$ cat src/rtl/intersection_model_pkg.sv
// Shared types for the intersection model: light colors, checker states and error codes.
package light_package;

  typedef enum logic [1:0] {
    COL_RED = 2'd0,
    COL_YEL = 2'd1,
    COL_GRN = 2'd2
  } colors;

  typedef enum logic [2:0] {
    TM_NONE,
    TM_CONFLICT,
    TM_SEQ,
    TM_YELLOW,
    TM_GAP,
    TM_OVF
  } tm_err_t;

  typedef enum logic [1:0] {
    CHK_RED,
    CHK_GRN,
    CHK_YEL
  } chk_st_t;

  // 2'b11 is not a legal color; the checker treats it as red after flagging it.
  function automatic logic color_defined(input colors c);
    return (c == COL_RED) || (c == COL_YEL) || (c == COL_GRN);
  endfunction

endpackage

$ cat src/rtl/intersection_model_lane_queue.sv
// One lane: car queue counter, presence sensor, departure pulse and sticky overflow.
module lane_queue
  import light_package::*;
#(
  parameter int QW = 4
) (
  input  logic          clk,
  input  logic          reset,
  input  logic          arrive,
  input  colors         light,
  output logic [QW-1:0] count,
  output logic          sensor,
  output logic          depart,
  output logic          ovf,
  output logic          drop
);
  localparam logic [QW-1:0] MAX_CNT = '1;

  logic [QW-1:0] count_q;

  assign depart = (light == COL_GRN) && (count_q != '0);
  assign drop   = arrive && !depart && (count_q == MAX_CNT);
  assign count  = count_q;
  assign sensor = (count_q != '0);

  // NOTE: state flops use non-blocking assignments so every flop samples pre-edge values.
  always_ff @(posedge clk or negedge reset) begin
    if (!reset) begin
      count_q <= '0;
      ovf     <= 1'b0;
    end else begin
      if (arrive && !depart && (count_q != MAX_CNT)) count_q <= count_q + 1'b1;
      else if (depart && !arrive)                    count_q <= count_q - 1'b1;
      if (drop) ovf <= 1'b1;
    end
  end
endmodule

$ cat config.mk
export PLATFORM = sky130hd
export DESIGN_NAME = lane_queue
export DESIGN_NICKNAME = d
export VERILOG_FILES = /design/src/rtl/intersection_model_pkg.sv /design/src/rtl/intersection_model_lane_queue.sv
export SDC_FILE = /design/constraint.sdc
export NUM_CORES = 1
export LEC_CHECK = 0
export ABC_AREA = 1
export BUFFER_PORTS_ARGS = -buffer_cell sky130_fd_sc_hd__buf_4
export CORE_AREA = 8 8 45 47
export CTS_CLUSTER_SIZE = 16
export DETAILED_ROUTE_END_ITERATION = 7
export DIE_AREA = 0 0 53 55
export GPL_TIMING_DRIVEN = 0
export SYNTH_ARGS = -nofsm -noshare
export SYNTH_HDL_FRONTEND = slang
export SYNTH_SLANG_ARGS = --single-unit
$ cat constraint.sdc
create_clock -name clk -period 1.8 [get_ports clk]
set_clock_uncertainty 0.05 [all_clocks]
set_input_delay 0.18 -clock clk [delete_from_list [all_inputs] [get_ports clk]]
set_output_delay 0.18 -clock clk [all_outputs]
set_load 0.02 [all_outputs]
# Yosys cells after proc, flatten, opt, wreduce, memory -nomap -nowiden
# Index checks and enable logic that the tools add are counted.
dict set report classes {
  muxes 2
  eq_ne 3
  reduce_logical 9
  n_addsub 2
}
# cell n
set op_table {}
lappend op_table {{$mux W4} 2}
lappend op_table {{$logic_and A1 B1 Y1} 5}
lappend op_table {{$add A4 B1 Y4 const B} 1}
lappend op_table {{$eq A4 B4 Y1 const B} 1}
lappend op_table {{$ne A4 B4 Y1 const B} 1}
lappend op_table {{$reduce_bool A4 Y1} 1}
lappend op_table {{$sub A4 B1 Y4 const B} 1}
lappend op_table {{$eq A2 B2 Y1 const B} 1}
lappend op_table {{$logic_not A1 Y1} 2}
lappend op_table {{$reduce_bool A2 Y1} 1}
dict set report totals {
  ff_bits 5
  inputBits 5
}

# Depth between registers and ports, before layout
dict set report logic_depth {
  depth_word 6
  ltp_mapped 12
  ltp_nobuf 12
}

# Worst setup path before layout
# No wires, ideal clock.
dict set report synth_timing {
  kind {register -> register}
  startpoint {reg count_q[0] (netlist: count[0])}
  endpoint {reg count_q[3] (netlist: count[3])}
  setup_slack_ns -0.105
  stages_incl_launch_ff 13
  period_less_slack_ns 1.905
  path_buffers 0
  arrival_ns 1.737
  path_cell_list {dfrtp_1 -> nor2_2 -> nand2_2 -> nand2_2 -> nand3_4 -> ha_1 -> nand2_1 -> nand2_1 -> a21o_1 -> nand2_1 -> nand2_1 -> nand2_1 -> nand2_1}
}
dict set report synth_between {
  elab_chain_len 6
  elab_cells_between_ends 12
  classes_between {add/sub (2); eq/ne (1); mux (2); reduce/logical (7)}
}
# item line
set synth_rtl {}
lappend synth_rtl {{start: declaration} intersection_model_lane_queue.sv:19} ;# logic [QW-1:0] count_q;
lappend synth_rtl {{start signal: assignment} intersection_model_lane_queue.sv:32} ;# if (arrive && !depart && (count_q != MAX_CNT)) count_q <= count_q + 1'b1;
lappend synth_rtl {{start signal: assignment} intersection_model_lane_queue.sv:33} ;# else if (depart && !arrive) count_q <= count_q - 1'b1;
lappend synth_rtl {{$reduce_bool A4 Y1 (*)} n/a}
lappend synth_rtl {{via sensor} intersection_model_lane_queue.sv:12} ;# output logic sensor,
lappend synth_rtl {{$logic_and A1 B1 Y1 (*)} intersection_model_lane_queue.sv:21} ;# assign depart = (light == COL_GRN) && (count_q != '0);
lappend synth_rtl {{$logic_not A1 Y1} intersection_model_lane_queue.sv:32}
lappend synth_rtl {{$logic_and A1 B1 Y1 (2 in a row)} intersection_model_lane_queue.sv:32}
lappend synth_rtl {{$mux W4 or $reduce_bool A2 Y1 (tied branches)} n/a}
# The timed path passes the listed nets; every way through them passes the cells marked *. The select of a mux whose other input is x is not followed.
# A chain may end at the register's enable or synchronous reset.

# Final worst setup path
dict set report layout_timing {
  startpoint {reg count_q[0] (netlist: count[0])}
  endpoint {out drop}
}
dict set report layout_between {
  elab_chain_len 5
  elab_cells_between_ends 6
  classes_between {eq/ne (1); reduce/logical (5)}
}
# item line
set layout_rtl {}
lappend layout_rtl {{$reduce_bool A4 Y1} intersection_model_lane_queue.sv:21}
lappend layout_rtl {{$logic_and A1 B1 Y1} intersection_model_lane_queue.sv:21}
lappend layout_rtl {{$logic_not A1 Y1} intersection_model_lane_queue.sv:22} ;# assign drop = arrive && !depart && (count_q == MAX_CNT);
lappend layout_rtl {{$logic_and A1 B1 Y1} intersection_model_lane_queue.sv:22}
lappend layout_rtl {{$logic_and A1 B1 Y1 (*)} intersection_model_lane_queue.sv:22}
lappend layout_rtl {{end: declaration} intersection_model_lane_queue.sv:15} ;# output logic drop
# Mark *: on every way between the ends. The rest lies on a longest branch, timed or not.

==> impl_metrics.sql <==
INSERT INTO impl_metrics (metric_group, metric, value, unit) VALUES
('run_status', 'run_status', 'complete, no violations', ''),
('critical_path', 'data_required_time_at_the_worst_endpoint', '1.57', 'ns'),
('final_layout', 'area_growth_syn_to_layout', '74.7', '%'),
('timing', 'fin_crit_sh', '0.964', ''),
('route', 'remaining_drc_errors', '0', ''),
('floorplanning', 'fp.coreArea', '1380', 'um^2'),
('power', 'sw_frac_of_total', '0.432', ''),
('global_routing', 'grt_start_max_net_pins', '8', ''),
('final_layout', 'n_antenna_cell', '0', ''),
('timing', 'fin_setup_tns', '0', 'ns'),
('synth', 'synth_seq_area_share', '0.346', ''),
('floorplanning', 'dieHeight', '55', 'um'),
('power', 'fin_total_pwr', '0.00104', 'W'),
('route', 'antenna_left', '0', ''),
('critical_path', 'setup.worst_path.end', 'drop', ''),
('critical_path', 'r2r_start', 'count[0]', ''),
('final_layout', 'nFillCells', '155', ''),
('synth', 'synth_largest_area_cell', 'dfrtp_1', ''),
('synth', 'yosys.area_share.simple', '0.398', ''),
('synth', 'synth_cell_type_count', '16', ''),
('timing', 'max_slew_violation_total_from_the_final_report', '0', ''),
('power', 'comb_power_share', '0.653', ''),
('timing', 'finalHoldViolCount', '0', ''),
('timing', 'rsz0062_at_grt', 'yes', ''),
('clocking', 'htree_num_levels', '1', ''),
('hold_path', 'worst_hold_path_type', 'in2async', ''),
('route', 'detailroute.via_count', '405', ''),
('power', 'internal_power', '0.000590', 'W'),
('clocking', 'cts_tree', 'done', ''),
('route', 'wire_per_inst', '10.4', 'um'),
('synth', 'synth_top_cells_by_area', 'dfrtp_1 35%, nand2_1 17%, inv_1 7.3%', ''),
('clocking', 'maximum_count_of_clock_buffers_along_a_single_path', '2', ''),
('power', 'clock_power_share', '0.126', ''),
('timing', 'timing.final.crit_period', '1.73', 'ns'),
('final_layout', 'design.final.nets', '84', ''),
('global_routing', 'global_route_wire_length_before_repair', '1440', 'um'),
('timing', 'timing.final.setup_violations', '0', ''),
('power', 'powerDensity', '1640', 'nW/um^2'),
('route', 'detailedRoute.firstIterationViolations', '10', ''),
('critical_path', 'endpoint_kind', 'primary output', ''),
('floorplanning', 'initial_core_util', '0.261', ''),
('final_layout', 'commonest_non_fill_non_tap_cell_in_the_layout', 'buf_4', ''),
('synth', 'synth-warning-count', '0', ''),
('power', 'worst_ir_drop_vdd', '769', 'uV'),
('final_layout', 'post_route_cells_drive_above_1_share', '0.493', ''),
('timing', 'achievable-frequency', '577', 'MHz'),
('critical_path', 'cp-start-kind', 'flip-flop', ''),
('clocking', 'cts_num_sinks', '5', ''),
('synth', 'mappedNetlistNets', '55', ''),
('critical_path', 'worst_r2r_endpoint', 'count[3]', ''),
('final_layout', 'stdcell_count', '91', ''),
('synth', 'synthesized_area_fraction_occupied_by_adder_cells', '0.125', ''),
('critical_path', 'crit_start', 'count[0]', ''),
('route', 'vias_per_cell', '4.45', ''),
('placement', 'hpwlAfterDp', '715', 'um'),
('route', 'wirelength', '942', 'um'),
('floorplanning', 'placement_rows', '14', ''),
('flow_run', 'max_cap_violations', '0', ''),
('synth', 'synth_compound_area_frac', '0.0346', ''),
('synth', 'syn_avg_cell_area', '7.69', 'um^2'),
('floorplanning', 'die_w', '53', 'um'),
('clocking', 'clock_insertion_delay_worst_skew', '0.25', 'ns'),
('floorplanning', 'die_area', '2920', 'um^2'),
('global_routing', 'initial_antenna_violation_count', '0', ''),
('power', 'power_leakage', '0.345', 'nW'),
('route', 'drt-pass1-iter-count', '4', ''),
('synth', 'synth.mux.area_fraction', '0', ''),
('global_routing', 'first_global_vias', '346', ''),
('clocking', 'cts_buffer_count', '3', ''),
('critical_path', 'reg2reg_setup_slack', '0.08', 'ns'),
('timing', 'timing.max_slew.rel_slack', '0.835', '');
[synth_stat cells]
cell type and n:
inv_1 7, a21o_1 1, nor2_1 2, a21oi_1 1
dfrtp_1 5, xor2_1 1, nand3_4 1, ha_1 2
nand3_1 4, nand2_1 16, nand2_2 2, fa_1 1
nor2_2 1, nand4_1 1, nand3b_1 1, or2_1 1
[cells by family after synthesis]
| kind of cell | Yosys count |
|---|---|
| compound gates | 2 |
| buf+inv | 7 |
| flops | 5 |
| xor+xnor | 1 |
| fa+ha+maj | 3 |
| simple gates | 29 |
[area by class of cell]
class / count / area (um^2) / share of cell area
Sequential cell: 5 / 130 / 0.206
Tap cell: 16 / 20.0 / 0.0317
Clock buffer: 4 / 26.3 / 0.0416
Inverter: 7 / 26.3 / 0.0416
Multi-Input combinational cell: 35 / 243 / 0.384
Timing Repair Buffer: 24 / 186 / 0.295
[metal layers]
layer / vias to the layer above / GRT usage / share of wire / routed length (um)
met3: 3 / 0.0481 / 0.11 / 101
met5: - / 0 / 0 / 0
met2: 11 / 0.0996 / 0.51 / 485
met1: 187 / 0.0704 / 0.37 / 345
li1: 204 / - / - / -
met4: 0 / 0.0259 / 0.011 / 10
[state kept, by name, summed over array words and instances (netlist names)]
register	count
ovf	1
count	4
[per-stage QoR]
step                      hold WS (ns)   util  area (um^2)  setup WS [ns]
after detailed placement       -0.0658  0.363          502        -0.0649
after floorplan                 -0.166      -          392        -0.0443
after CTS                        0.215  0.416          576         0.0181
after global routing             0.203  0.457          632        -0.0700
final                            0.218  0.457          632         0.0656
after global placement         -0.0677  0.363          502        -0.0198
[how the worst min path moves through the flow]
| stage | end | slack, ns | cells past startpoint |
|---|---|---|---|
| 2_1_floorplan | count[0] | -0.17 | 0 |
| 3_3_place_gp | ovf | -0.07 | 1 |
| 3_5_place_dp | ovf | -0.07 | 1 |
| 4_1_cts | ovf | 0.21 | 2 |
| 5_1_grt | ovf | 0.20 | 2 |
| 6_report | count[0] | 0.22 | 2 |
[repair_timing]
action | in CTS | in global routing
buffers inserted | 5 | 6
hold buffers | 1 | 0
hold endpoints to repair | 5 | 0
gates resized for setup | 0 | 3
endpoints found under the setup margin | 2 | 2
pin swaps | 1 | 7
[critical path: stages (launching register included)]
cell and delay [ns]:
dfrtp_2 0.44, nor2_2 0.13, nand2_2 0.08, nand2_4 0.08
buf_4 0.10, nand2_1 0.03, or2_1 0.21, inv_1 0.07
buf_6 0.11
[power by group through the flow]
stage | combinational [W] | sequential (W) | clock (W)
floorplan | 0.000295 | 0.000304 | 0
CTS | 0.000609 | 0.000236 | 0.000134
global placement | 0.000497 | 0.000267 | 0
global route | 0.000753 | 0.000243 | 0.000152
detailed placement | 0.000513 | 0.000271 | 0
finish | 0.000678 | 0.000229 | 0.000131
Note: power is estimated with default switching activity, not from simulation.
